[src/rtl/led_blink_multi_if.sv]
// Configuration write bus for led_blink_multi: one strobe plus channel, mode, period and burst.
interface led_blink_multi_if #(
  parameter int unsigned CNT_W = 26
);
  logic             cfg_we;
  logic [3:0]       cfg_ch;
  logic [1:0]       cfg_mode;
  logic [CNT_W-1:0] cfg_period;
  logic [7:0]       cfg_burst;

  modport master (
    output cfg_we,
    output cfg_ch,
    output cfg_mode,
    output cfg_period,
    output cfg_burst
  );

  modport slave (
    input cfg_we,
    input cfg_ch,
    input cfg_mode,
    input cfg_period,
    input cfg_burst
  );
endinterface

[src/rtl/led_blink_multi.sv]
// Multi-channel LED driver with OFF/ON/BLINK modes; define LED_BURST_EN to add
// BURST mode (N blink pulses then OFF) together with the per-channel done pulses.
module led_blink_multi #(
  parameter int unsigned CHANNELS     = 4,
  parameter int unsigned CNT_W        = 26,
  parameter int unsigned DEFAULT_HALF = 5000
) (
  input  logic                CLOCK_50,
  input  logic                reset,
  led_blink_multi_if.slave    cfg,
  output logic [CHANNELS-1:0] LED,
  output logic [CHANNELS-1:0] done
);

  typedef enum logic [1:0] {
    ModeOff   = 2'd0,
    ModeOn    = 2'd1,
    ModeBlink = 2'd2,
    ModeBurst = 2'd3
  } mode_e;

  localparam logic [CNT_W-1:0] CntOne    = CNT_W'(1);
  localparam logic [CNT_W-1:0] HalfReset = (DEFAULT_HALF == 0) ? CntOne : CNT_W'(DEFAULT_HALF);

  mode_e               mode_q [CHANNELS];
  mode_e               mode_d [CHANNELS];
  logic [CNT_W-1:0]    half_q [CHANNELS];
  logic [CNT_W-1:0]    half_d [CHANNELS];
  logic [CNT_W-1:0]    cnt_q  [CHANNELS];
  logic [CNT_W-1:0]    cnt_d  [CHANNELS];
  logic [CHANNELS-1:0] led_q, led_d;
  logic [CHANNELS-1:0] hit, wrap;
  logic [CNT_W-1:0]    wr_half;

`ifdef LED_BURST_EN
  logic [7:0]          rem_q [CHANNELS];
  logic [7:0]          rem_d [CHANNELS];
  logic [CHANNELS-1:0] done_q, done_d;
`else
  logic                unused_burst;
  assign unused_burst = ^cfg.cfg_burst;
`endif

  // A zero half-period behaves as one so the counter always has a valid wrap point.
  assign wr_half = (cfg.cfg_period == '0) ? CntOne : cfg.cfg_period;

  always_comb begin
    for (int i = 0; i < CHANNELS; i++) begin
      hit[i]  = cfg.cfg_we && (cfg.cfg_ch == 4'(i));
      wrap[i] = (cnt_q[i] >= half_q[i] - CntOne);
    end
  end

  always_comb begin
    for (int i = 0; i < CHANNELS; i++) begin
      mode_d[i] = mode_q[i];
      half_d[i] = half_q[i];
      cnt_d[i]  = cnt_q[i];
      led_d[i]  = led_q[i];
`ifdef LED_BURST_EN
      rem_d[i]  = rem_q[i];
      done_d[i] = 1'b0;
`endif
      if (hit[i]) begin
        // A write overrides any toggle or burst completion due this cycle.
        half_d[i] = wr_half;
        cnt_d[i]  = '0;
        led_d[i]  = 1'b0;
        case (mode_e'(cfg.cfg_mode))
          ModeOn: begin
            mode_d[i] = ModeOn;
            led_d[i]  = 1'b1;
          end
          ModeBlink: mode_d[i] = ModeBlink;
`ifdef LED_BURST_EN
          ModeBurst: begin
            rem_d[i]  = cfg.cfg_burst;
            mode_d[i] = (cfg.cfg_burst == 8'd0) ? ModeOff : ModeBurst;
            done_d[i] = (cfg.cfg_burst == 8'd0);
          end
`endif
          default: mode_d[i] = ModeOff;
        endcase
      end else begin
        case (mode_q[i])
          ModeOn: begin
            cnt_d[i] = '0;
            led_d[i] = 1'b1;
          end
          ModeBlink: begin
            if (wrap[i]) begin
              cnt_d[i] = '0;
              led_d[i] = ~led_q[i];
            end else begin
              cnt_d[i] = cnt_q[i] + CntOne;
            end
          end
`ifdef LED_BURST_EN
          ModeBurst: begin
            if (wrap[i]) begin
              cnt_d[i] = '0;
              led_d[i] = ~led_q[i];
              // Each falling edge consumes one pulse; the last one ends the burst.
              if (led_q[i]) begin
                if (rem_q[i] <= 8'd1) begin
                  rem_d[i]  = 8'd0;
                  mode_d[i] = ModeOff;
                  done_d[i] = 1'b1;
                end else begin
                  rem_d[i] = rem_q[i] - 8'd1;
                end
              end
            end else begin
              cnt_d[i] = cnt_q[i] + CntOne;
            end
          end
`endif
          default: begin
            cnt_d[i] = '0;
            led_d[i] = 1'b0;
          end
        endcase
      end
    end
  end

  always_ff @(posedge CLOCK_50) begin
    if (reset) begin
      for (int i = 0; i < CHANNELS; i++) begin
        mode_q[i] <= ModeBlink;
        half_q[i] <= HalfReset;
        cnt_q[i]  <= '0;
`ifdef LED_BURST_EN
        rem_q[i]  <= 8'd0;
`endif
      end
      led_q <= '0;
`ifdef LED_BURST_EN
      done_q <= '0;
`endif
    end else begin
      for (int i = 0; i < CHANNELS; i++) begin
        mode_q[i] <= mode_d[i];
        half_q[i] <= half_d[i];
        cnt_q[i]  <= cnt_d[i];
`ifdef LED_BURST_EN
        rem_q[i]  <= rem_d[i];
`endif
      end
      led_q <= led_d;
`ifdef LED_BURST_EN
      done_q <= done_d;
`endif
    end
  end

  assign LED = led_q;
`ifdef LED_BURST_EN
  assign done = done_q;
`else
  assign done = '0;
`endif

endmodule
[src/flat_wrapper.sv]
// flat-port wrapper written by rule: the top's interface ports become plain ports
module led_blink_multi_flat 
#(
  parameter int unsigned CHANNELS     = 4,
  parameter int unsigned CNT_W        = 26,
  parameter int unsigned DEFAULT_HALF = 5000
)
  (CLOCK_50, reset, LED, done, cfg_cfg_we, cfg_cfg_ch, cfg_cfg_mode, cfg_cfg_period, cfg_cfg_burst);
  led_blink_multi_if #(.CNT_W(CNT_W)) cfg_i ();
  input  logic CLOCK_50;
  input  logic reset;
  output logic [CHANNELS-1:0] LED;
  output logic [CHANNELS-1:0] done;
  input wire logic [$bits(cfg_i.cfg_we)-1:0] cfg_cfg_we;
  input wire logic [$bits(cfg_i.cfg_ch)-1:0] cfg_cfg_ch;
  input wire logic [$bits(cfg_i.cfg_mode)-1:0] cfg_cfg_mode;
  input wire logic [$bits(cfg_i.cfg_period)-1:0] cfg_cfg_period;
  input wire logic [$bits(cfg_i.cfg_burst)-1:0] cfg_cfg_burst;
  assign cfg_i.cfg_we = cfg_cfg_we;
  assign cfg_i.cfg_ch = cfg_cfg_ch;
  assign cfg_i.cfg_mode = cfg_cfg_mode;
  assign cfg_i.cfg_period = cfg_cfg_period;
  assign cfg_i.cfg_burst = cfg_cfg_burst;
  led_blink_multi #(.CHANNELS(CHANNELS), .CNT_W(CNT_W), .DEFAULT_HALF(DEFAULT_HALF)) u_core (.CLOCK_50(CLOCK_50), .reset(reset), .cfg(cfg_i), .LED(LED), .done(done));
endmodule
[config.mk]
export PLATFORM = sky130hd
export DESIGN_NAME = led_blink_multi_flat
export DESIGN_NICKNAME = d
export VERILOG_FILES = /design/src/rtl/led_blink_multi_if.sv /design/src/rtl/led_blink_multi.sv /design/src/flat_wrapper.sv
export SDC_FILE = /design/constraint.sdc
export NUM_CORES = 1
export LEC_CHECK = 0
export BUFFER_PORTS_ARGS = -buffer_cell sky130_fd_sc_hd__clkbuf_2
export CORE_ASPECT_RATIO = 1.5
export CORE_MARGIN = 5
export CORE_UTILIZATION = 45
export CTS_CLUSTER_DIAMETER = 60
export DETAILED_ROUTE_END_ITERATION = 16
export GPL_ROUTABILITY_DRIVEN = 0
export GPL_TIMING_DRIVEN = 1
export HOLD_SLACK_MARGIN = 0.02
export SLEW_MARGIN = 10
export SYNTH_ARGS = -nofsm -noshare
export SYNTH_HDL_FRONTEND = slang
export SYNTH_SLANG_ARGS = --single-unit
[constraint.sdc]
create_clock -name CLOCK_50 -period 7.6 [get_ports CLOCK_50]
set_input_delay 0.38 -clock CLOCK_50 [delete_from_list [all_inputs] [get_ports CLOCK_50]]
set_output_delay 0.38 -clock CLOCK_50 [all_outputs]
set_load 0.01 [all_outputs]
==> results.py, run 1 <==
metrics = {
    "logic_synthesis": {
        "ys_ff_latch": 220,
        "synth-main-ff-cell": "dfxtp_1",
        "synthTopCellsByCount": "nand2_1 (291), dfxtp_1 (220), nor2_1 (182)",
        "postSynthAreaPerCell_um2": 8.03,
        "seq_area_frac_synth_pct": 34.9,
        "async_flop_share_pct": 0,
        "ys_top_cells_by_area": "dfxtp_1 (35%), ha_1 (12%), nand2_1 (8.7%)",
        "synth_warnings": 0,
        "yosysTopAreaCellShare_pct": 34.9,
        "synth.most_common_cell": "nand2_1",
        "syn_inst": 1572,
        "synth.distinct_cells": 54,
        "yosys.area.top_type": "dfxtp_1",
        "syn-cell-area_um2": 12600,
        "synth-edff-count": 0,
    },
    "setup_path": {
        "worst_ep_required_time_ns": 7.96,
        "crit_arrival_ns": 4.99,
        "cp-start-kind": "flop",
        "path_cells": "or4_1 -> nor2_1 -> nand4_1 -> nor3_1 -> nand2_1 -> xor2_1 -> ha_1 -> nand4_1 -> or4_1 -> o2111ai_1 -> a21oi_1 -> nand3b_1 -> nor2_1",
        "crit_path_max_incr_delay_ns": 0.76,
        "crit_slowest_cell": "nand3b_1",
        "criticalPathCategory": "flop to flop",
        "path_max_fanout": 26,
        "cp-end-kind": "flop",
    },
    "drt": {
        "drt_pre_antenna_iters": 5,
        "ant_nets": 0,
        "viasPerCell": 5.34,
        "drt-wirelength-per-cell_um": 15.4,
        "initialDrtViolationCount": 494,
        "wl_um": 30100,
        "num_vias": 10400,
        "drc": 0,
    },
    "floorplanning": {
        "die_area_um2": 31600,
        "die_h_um": 215,
        "io_pins": 51,
        "coreArea_um2": 27900,
        "start_util_pct": 45.3,
        "rows": 75,
        "die_x_um": 147,
    },
    "global_route": {
        "grt_usage_pct": 19.0,
        "grt_pass1_vias": 9921,
        "grt.overflow.total": 0,
        "grt_pass1_wl_um": 49800,
        "grt_max_degree": 65,
        "antenna_found_initial": 1,
    },
    "layout": {
        "fin_util_pct": 49.4,
        "final_cell_area_um2": 13800,
        "nNetsFinal": 1754,
        "final_cells": 1951,
        "drive_gt1_share_pct": 5.92,
        "syn2layout_area_growth_pct": 9.05,
    },
    "timing": {
        "tightest_slew_ns": 1.09,
        "fmax_mhz": 216,
        "fin_crit_ns": 4.64,
        "relSlewSlack_pct": 27.6,
        "hold_viol": 0,
        "finalSetupViolations": 0,
        "finalCritPeriodShare_pct": 61.0,
        "drv_slew": 0,
        "fin_skew_ns": 0.0167,
        "worst_slack_ns": 2.96,
        "rsz0062_at_grt": "false",
        "tns_ns": 0,
    },
    "placed_design": {
        "place_worst_setup_slack_ns": 2.96,
        "dp_hpwl_um": 22100,
        "placed_area_um2": 13100,
        "dp.cells": 1912,
        "numPortBuffers": 38,
    },
    "pwr": {
        "power_density_nw_per_um2": 173,
        "ir_worst_vdd_v": 0.000112,
        "p_leak_nw": 5.18,
    },
    "clock_network": {
        "root_buffer": "clkbuf_16",
        "clock_sinks": 220,
        "cts_buffers": 23,
        "htree_levels": 1,
        "path_clk_slew_ns": 0.06,
        "post_cts.repair.setup_buffers": 0,
        "hold_buffers": 0,
        "clock_latency_ns": 0.52,
        "tritoncts": "yes",
        "cts_resized": 0,
        "clock_path_buffers": 3,
    },
    "flow_run": {
        "cap_violations": 0,
    },
    "min_path": {
        "holdCritPathClass": "input pin to flop",
    },
    "run_status": {
        "status": "complete, no violations",
    },
}
-- final cells by class --
| class | instances | area [µm²] |
|---|---|---|
| multi-input cells | 1264 | 7870 |
| clock inverters | 8 | 48.8 |
| fillers | 2751 | 14100 |
| repair buffers | 45 | 245 |
| inverters | 37 | 139 |
| well taps | 346 | 433 |
| flip-flops and latches | 220 | 4400 |
| clock buffers | 30 | 622 |
| diodes | 1 | 2.50 |
-- worst paths after layout --
check | depth (start not counted) | end | slack (ns) | from
worst min-delay path | 3 | u_core.half_q[1][16]$_SDFFE_PP0P_ | 0.21 | cfg_cfg_period[16]
worst max-delay path | 13 | u_core.cnt_q[3][15]$_SDFF_PP0_ | 2.96 | u_core.half_q[3][2]$_SDFFE_PP0P_
worst max register to register | 13 | u_core.cnt_q[3][15]$_SDFF_PP0_ | 2.96 | u_core.half_q[3][2]$_SDFFE_PP0P_
worst min register to register | 1 | u_core.cnt_q[1][0]$_SDFF_PP0_ | 0.47 | u_core.cnt_q[1][0]$_SDFF_PP0_
-- per-stage QoR --
stage               hold slack, ns  power [mW]
CTS                          0.188        2.42
global route                 0.187        2.48
finish                       0.211        2.38
global placement             0.446        1.36
floorplan                    0.430        1.31
detailed placement           0.450        1.36
-- critical path, delay by kind of cell (launching register included) --
family	cells	cell delay, ns
simple gates	9	3.29
flops	1	0.35
fa+ha+maj	1	0.32
compound gates	2	0.32
xor+xnor	1	0.19
-- sequential cells by signal, summed over array words and instances, names as in the netlist --
name,flops
u_core.half_q,104
u_core.LED,4
u_core.mode_q,8
u_core.cnt_q,104
-- cell families (layout without fill, tap and decap cells) --
logic type,Yosys count,in the layout,synth area share [%]
buffers and inverters,91,120,2.89
AOI/OAI and AO/OA,202,202,9.20
xor gates and xnor gates,188,188,13.1
and+or+nand+nor,750,750,28.0
other,1,5,0.0297
DFF,220,220,34.9
adders and majority gates,120,120,11.9
-- layer usage --
layer | share of wire, % | GRT usage (%)
met5 | 0 | 0
met4 | 2.6 | 6.34
met3 | 3.9 | 2.53
met2 | 49 | 33.1
met1 | 45 | 24.1
-- cells in the final DEF, fill, tap and decap left out, drive strengths merged, types with 8 or more instances in the layout --
cell type	n
nor3	42
or3	8
nand3b	31
nor2b	13
buf	8
or4	12
ha	120
nor2	182
nor4	29
nand2b	13
a211o	9
dfxtp	220
a21oi	133
nand4	31
xnor2	106
nand3	55
o21ai	21
xor2	82
inv	37
clkbuf	67
nand2	291
and3	18
-- power by group --
part / total, mW / internal, mW / switching, mW
logic: 0.147 / 0.0521 / 0.0945
clock network: 1.04 / 0.574 / 0.467
registers: 1.19 / 1.17 / 0.0198
total: 2.38 / 1.80 / 0.582
No activity file was read; power rests on OpenSTA's default activity.
==> run 2, diff against run 1 <==
==> constraint.sdc (replaced) <==
create_clock -name CLOCK_50 -period 3.73 [get_ports CLOCK_50]
set_input_delay 0.1865 -clock CLOCK_50 [delete_from_list [all_inputs] [get_ports CLOCK_50]]
set_output_delay 0.1865 -clock CLOCK_50 [all_outputs]
set_load 0.01 [all_outputs]
==> results.py, run 2 (synthesized netlist as in run 1, its figures left out) <==
metrics = {
    "run_status": {
        "status": "finished, violations left",
        "violations": "negative setup slack",
    },
    "setup_path": {
        "cp-start-kind": "flop",
        "worst_ep_required_time_ns": 4.16,
        "crit_start": "u_core.half_q[3][2]$_SDFFE_PP0P_",
        "criticalPathCategory": "flop to flop",
        "worst-r2r-setup-slack_ns": -0.03,
        "path_max_fanout": 6,
        "r2r_cells": 16,
        "cp-end-kind": "flop",
        "crit_arrival_ns": 4.19,
        "r2r-end": "u_core.cnt_q[3][17]$_SDFF_PP0_",
        "r2r_start": "u_core.half_q[3][2]$_SDFFE_PP0P_",
    },
    "min_path": {
        "holdCritPathClass": "input pin to flop",
        "holdPathStages": 3,
        "min_to": "u_core.half_q[1][7]$_SDFFE_PP1P_",
        "hp-start": "cfg_cfg_period[7]",
    },
    "placed_design": {
        "dp.cells": 1957,
        "dp_hpwl_um": 23300,
        "placed_area_um2": 13500,
        "numPortBuffers": 38,
        "place_worst_setup_slack_ns": -0.0469,
    },
    "floorplanning": {
        "start_util_pct": 45.3,
        "rows": 75,
        "die_x_um": 147,
        "die_area_um2": 31600,
        "die_h_um": 215,
        "coreArea_um2": 27900,
        "io_pins": 51,
    },
    "clock_network": {
        "root_buffer": "clkbuf_16",
        "cts_buffers": 24,
        "path_clk_slew_ns": 0.06,
        "clock_latency_ns": 0.54,
        "tritoncts": "yes",
        "clock_path_buffers": 3,
        "clock_sinks": 220,
        "htree_levels": 1,
    },
    "timing": {
        "tightest_slew_ns": 0.794,
        "fmax_mhz": 266,
        "tns_ns": -0.425,
        "rsz0062_at_grt": "true",
        "drv_slew": 0,
        "fin_skew_ns": 0.0170,
        "fin_crit_ns": 3.76,
        "finalSetupViolations": 31,
        "relSlewSlack_pct": 47.1,
        "worst_slack_ns": -0.0331,
        "hold_viol": 0,
        "finalCritPeriodShare_pct": 101,
    },
    "layout": {
        "seqCellArea_um2": 4410,
        "final_cells": 2050,
        "syn2layout_area_growth_pct": 21.8,
        "final_common_cell": "nand2_1",
        "reg_top3": "u_core.cnt_q: 104 flops, u_core.half_q: 104 flops, u_core.mode_q: 8 flops",
        "multi_input_area_um2": 8350,
        "layout_common_cells": "nand2_1 (289), dfxtp_1 (217), nor2_1 (137)",
        "nNetsFinal": 1849,
        "drive_gt1_share_pct": 14.6,
        "fillCellCount": 2608,
        "final_cell_area_um2": 15400,
    },
    "pwr": {
        "p_comb_share_pct": 8.1,
        "intPower_mw": 4.03,
        "swShare_pct": 24.7,
        "p_leak_nw": 5.82,
        "ir_worst_vdd_v": 0.000263,
        "power_density_nw_per_um2": 349,
        "seqPwrFrac_pct": 45.2,
        "p_switching_mw": 1.32,
        "pwr-share-clk_pct": 46.7,
        "finalPower_mw": 5.36,
    },
    "drt": {
        "viasPerCell": 5.40,
        "num_vias": 11100,
        "drt_pre_antenna_iters": 5,
        "initialDrtViolationCount": 462,
        "ant_nets": 0,
        "drc": 0,
        "wl_um": 33400,
        "drt-wirelength-per-cell_um": 16.3,
    },
    "global_route": {
        "grt_usage_pct": 20.0,
        "antenna_found_initial": 1,
        "grt_pass1_vias": 10600,
        "grt.overflow.total": 0,
        "grt_pass1_wl_um": 52600,
        "grt_max_degree": 72,
    },
    "flow_run": {
        "cap_violations": 0,
    },
}
## run 2: changes by cell type in the layout (fill, tap and decap cells not counted), moves of 7 or more
| cell | delta |
|---|---|
| nor2_1 | -45 |
| nor2_4 | +35 |
| clkbuf_16 | +7 |
| buf_4 | +54 |
| dlygate4sd3_1 | +24 |
| nor2_2 | +10 |
## run 2: cell type report
cell class                 instances  area share, %
timing repair buffer             139           7.89
antenna                            1         0.0163
clock buffer                      28           4.21
multi-input combinational       1264           54.3
sequential                       220           28.7
clock inverter                    15           1.14
tap                              346           2.82
inverter                          37          0.904
## run 2: layer usage
metal	part of all wire [%]	track usage, %
met1	42	23.8
met5	0	0
met4	4.6	9.23
met3	3.4	2.78
met2	50	35.5
## run 2: power groups by stage
stage / combinational [mW] / clock (mW) / sequential (mW)
global placement: 0.323 / 0 / 2.47
CTS: 0.367 / 2.57 / 2.42
detailed placement: 0.330 / 0 / 2.47
global route: 0.473 / 2.66 / 2.43
floorplan: 0.199 / 0 / 2.46
finish: 0.433 / 2.50 / 2.42
## run 2: metrics by stage
step,hold slack [ns],util (%)
3_5_place_dp,0.457,48.4
2_1_floorplan,0.310,-
4_1_cts,0.0382,52.7
5_1_grt,0.0444,55.1
3_3_place_gp,0.439,48.4
6_report,0.0581,55.1
## run 2: worst max-delay path by stage
stage / endpoint / slack [ns]
6_report: u_core.cnt_q[3][17]$_SDFF_PP0_ / -0.03
3_3_place_gp: u_core.LED[1]$_SDFFE_PP0P_ / -0.02
4_1_cts: u_core.cnt_q[3][7]$_SDFF_PP0_ / 0.01
5_1_grt: u_core.cnt_q[1][21]$_SDFF_PP0_ / -0.20
3_5_place_dp: u_core.cnt_q[3][18]$_SDFF_PP0_ / -0.05
2_1_floorplan: u_core.cnt_q[1][15]$_SDFF_PP0_ / 0.005
## run 2: timing repair
| item | CTS | global route |
|---|---|---|
| endpoints found under the setup margin | 79 | 107 |
| pin swaps | 1 | 62 |
| resized for setup | 11 | 112 |
| hold endpoints to repair | 74 | 0 |
| gates cloned | 2 | 6 |
| buffers inserted | 3 | 14 |
| hold buffers | 24 | 0 |
## run 2: critical path, cell delays in order, from the launching register on
cell and delay, ns:
dfxtp_2 0.32, or4_4 0.55, nor2_4 0.12, nand3_2 0.11
or3_4 0.42, buf_4 0.15, nor2_1 0.12, xnor2_1 0.08
ha_1 0.28, nand4_1 0.12, or4_4 0.59, o2111ai_4 0.21
a21oi_2 0.07, nand3b_1 0.14, buf_6 0.15, clkbuf_16 0.17
nor2_1 0.05
==> run 3, diff against run 2 <==
--- a/config.mk
+++ b/config.mk
@@ -8,12 +8,14 @@
 export BUFFER_PORTS_ARGS = -buffer_cell sky130_fd_sc_hd__clkbuf_2
 export CORE_ASPECT_RATIO = 1.5
 export CORE_MARGIN = 5
-export CORE_UTILIZATION = 45
+export CORE_UTILIZATION = 50
+export CTS_BUF_LIST = sky130_fd_sc_hd__clkbuf_8
 export CTS_CLUSTER_DIAMETER = 60
 export DETAILED_ROUTE_END_ITERATION = 16
 export GPL_ROUTABILITY_DRIVEN = 0
 export GPL_TIMING_DRIVEN = 1
 export HOLD_SLACK_MARGIN = 0.02
+export PLACE_DENSITY = 0.69
 export SLEW_MARGIN = 10
 export SYNTH_ARGS = -nofsm -noshare
 export SYNTH_HDL_FRONTEND = slang
==> results.py, run 3 (synthesized netlist as in run 1, its figures left out) <==
metrics = {
    "run_status": {
        "status": "finished, violations left",
        "violations": "negative setup slack",
    },
    "layout": {
        "diodes": 0,
        "syn2layout_area_growth_pct": 17.6,
        "drive_gt1_share_pct": 12.9,
        "fin_util_pct": 59.5,
        "nNetsFinal": 1845,
        "fillCellCount": 2259,
        "seqCellArea_um2": 4410,
        "final_common_cell": "nand2_1",
        "reg_top3": "u_core.cnt_q: 104 flops, u_core.half_q: 104 flops, u_core.mode_q: 8 flops",
        "layout_common_cells": "nand2_1 (289), dfxtp_1 (218), nor2_1 (154)",
        "final_cell_area_um2": 14800,
        "multi_input_area_um2": 8190,
    },
    "placed_design": {
        "dp_hpwl_um": 22200,
        "placed_area_um2": 13400,
        "numPortBuffers": 38,
        "place_worst_setup_slack_ns": -0.0214,
    },
    "pwr": {
        "swShare_pct": 25.5,
        "ir_worst_vdd_v": 0.000237,
        "pwr-share-clk_pct": 41.9,
        "intPower_mw": 3.60,
        "power_density_nw_per_um2": 326,
        "p_leak_nw": 5.71,
        "p_comb_share_pct": 8.0,
        "p_switching_mw": 1.23,
        "seqPwrFrac_pct": 50.1,
    },
    "clock_network": {
        "cts_buffers": 35,
        "root_buffer": "clkbuf_8",
        "htree_levels": 2,
        "tritoncts": "yes",
        "clock_path_buffers": 3,
        "clock_sinks": 220,
        "clock_latency_ns": 0.55,
        "path_clk_slew_ns": 0.06,
    },
    "timing": {
        "fin_skew_ns": 0.0209,
        "tightest_slew_ns": 1.00,
        "fmax_mhz": 267,
        "hold_viol": 0,
        "finalCritPeriodShare_pct": 100,
        "fin_crit_ns": 3.74,
        "worst_slack_ns": -0.00945,
        "finalSetupViolations": 5,
        "drv_slew": 0,
        "relSlewSlack_pct": 32.3,
        "rsz0062_at_grt": "true",
    },
    "setup_path": {
        "criticalPathCategory": "flop to flop",
        "cp-end-kind": "flop",
        "cp-start-kind": "flop",
        "path_cells": "or4_4 -> or4_4 -> or2_4 -> nor3_4 -> xnor2_1 -> ha_1 -> nand4_1 -> or4_4 -> o2111ai_4 -> a21oi_2 -> nand3b_1 -> buf_12 -> clkbuf_16 -> nor2_1",
        "crit_path_frequent_cell": "or4_4",
        "crit_path_max_incr_delay_ns": 0.56,
        "crit_arrival_ns": 4.19,
        "worst_ep_required_time_ns": 4.18,
        "r2r_cells": 14,
        "path_max_fanout": 6,
        "crit_slowest_cell": "or4_4",
    },
    "flow_run": {
        "cap_violations": 0,
    },
    "drt": {
        "ant_nets": 0,
        "wl_um": 31300,
        "drt_pre_antenna_iters": 5,
        "drc": 0,
        "num_vias": 11000,
        "drt-wirelength-per-cell_um": 15.4,
        "viasPerCell": 5.41,
        "initialDrtViolationCount": 446,
    },
    "global_route": {
        "antenna_found_initial": 0,
        "grt_max_degree": 88,
        "grt_pass1_vias": 10700,
        "grt_pass1_wl_um": 51100,
        "grt.overflow.total": 0,
        "grt_usage_pct": 21.5,
    },
    "floorplanning": {
        "rows": 71,
        "start_util_pct": 50.5,
        "die_x_um": 140,
        "io_pins": 51,
        "die_h_um": 205,
        "coreArea_um2": 25000,
        "die_area_um2": 28600,
    },
    "min_path": {
        "holdPathStages": 3,
        "holdCritPathClass": "input pin to flop",
    },
}
-- run 3: critical path, delay by kind of cell (launching register included) --
| kind | cells | cell delay (ns) |
|---|---|---|
| AND/OR/NAND/NOR | 8 | 2.38 |
| XOR/XNOR | 1 | 0.10 |
| AO/OA/AOI/OAI | 2 | 0.27 |
| buffers and inverters | 2 | 0.29 |
| flip-flops | 1 | 0.31 |
| adder cells (fa/ha/maj) | 1 | 0.29 |
-- run 3: path summary, 6_finish.rpt --
check / slack [ns] / from / to
worst max-delay path: -0.009 / u_core.half_q[1][8]$_SDFFE_PP1P_ / u_core.cnt_q[1][15]$_SDFF_PP0_
worst min-delay path: 0.04 / cfg_cfg_period[13] / u_core.half_q[1][13]$_SDFFE_PP0P_
worst max register to register: -0.009 / u_core.half_q[1][8]$_SDFFE_PP1P_ / u_core.cnt_q[1][15]$_SDFF_PP0_
worst min register to register: 0.47 / u_core.half_q[3][25]$_SDFFE_PP0P_ / u_core.half_q[3][25]$_SDFFE_PP0P_
-- run 3: metrics by stage --
stage          cells  setup TNS (ns)  total power [mW]  hold slack, ns
4_1_cts         2019               0              4.86          0.0244
6_report        2032         -0.0275              4.84          0.0397
5_1_grt         2032           -5.88              5.04          0.0456
3_5_place_dp    1934          -0.481              2.80           0.453
3_3_place_gp    1934               0              2.79           0.441
2_1_floorplan   1575               0              2.66           0.310
-- run 3: what timing repair did --
item	CTS	global route
endpoints found under the hold margin	79	0
endpoints found under the setup margin	51	107
pin swaps	2	33
buffers inserted	2	10
gates resized for setup	10	69
cloned	1	4
hold buffers	23	0
-- run 3: routing by layer --
metal	vias up	track usage, %	routed length, µm
li1	5577	-	-
met3	92	3.60	1350
met5	-	0	0
met4	0	10.3	1550
met1	5115	25.2	12900
met2	203	38.0	15600
-- run 3: layout make-up --
class	count	share of cell area, %
Clock buffer	44	4.08
Clock inverter	15	0.405
Inverter	37	0.936
Multi-Input combinational cell	1264	55.2
Sequential cell	220	29.7
Tap cell	328	2.77
Timing Repair Buffer	124	6.96
-- run 3: power by group through the flow --
stage          Sequential [mW]  Clock [mW]  Combinational (mW)
2_1_floorplan             2.46           0               0.199
3_3_place_gp              2.47           0               0.319
3_5_place_dp              2.47           0               0.325
4_1_cts                   2.42        2.08               0.356
5_1_grt                   2.42        2.19               0.427
6_report                  2.42        2.03               0.389
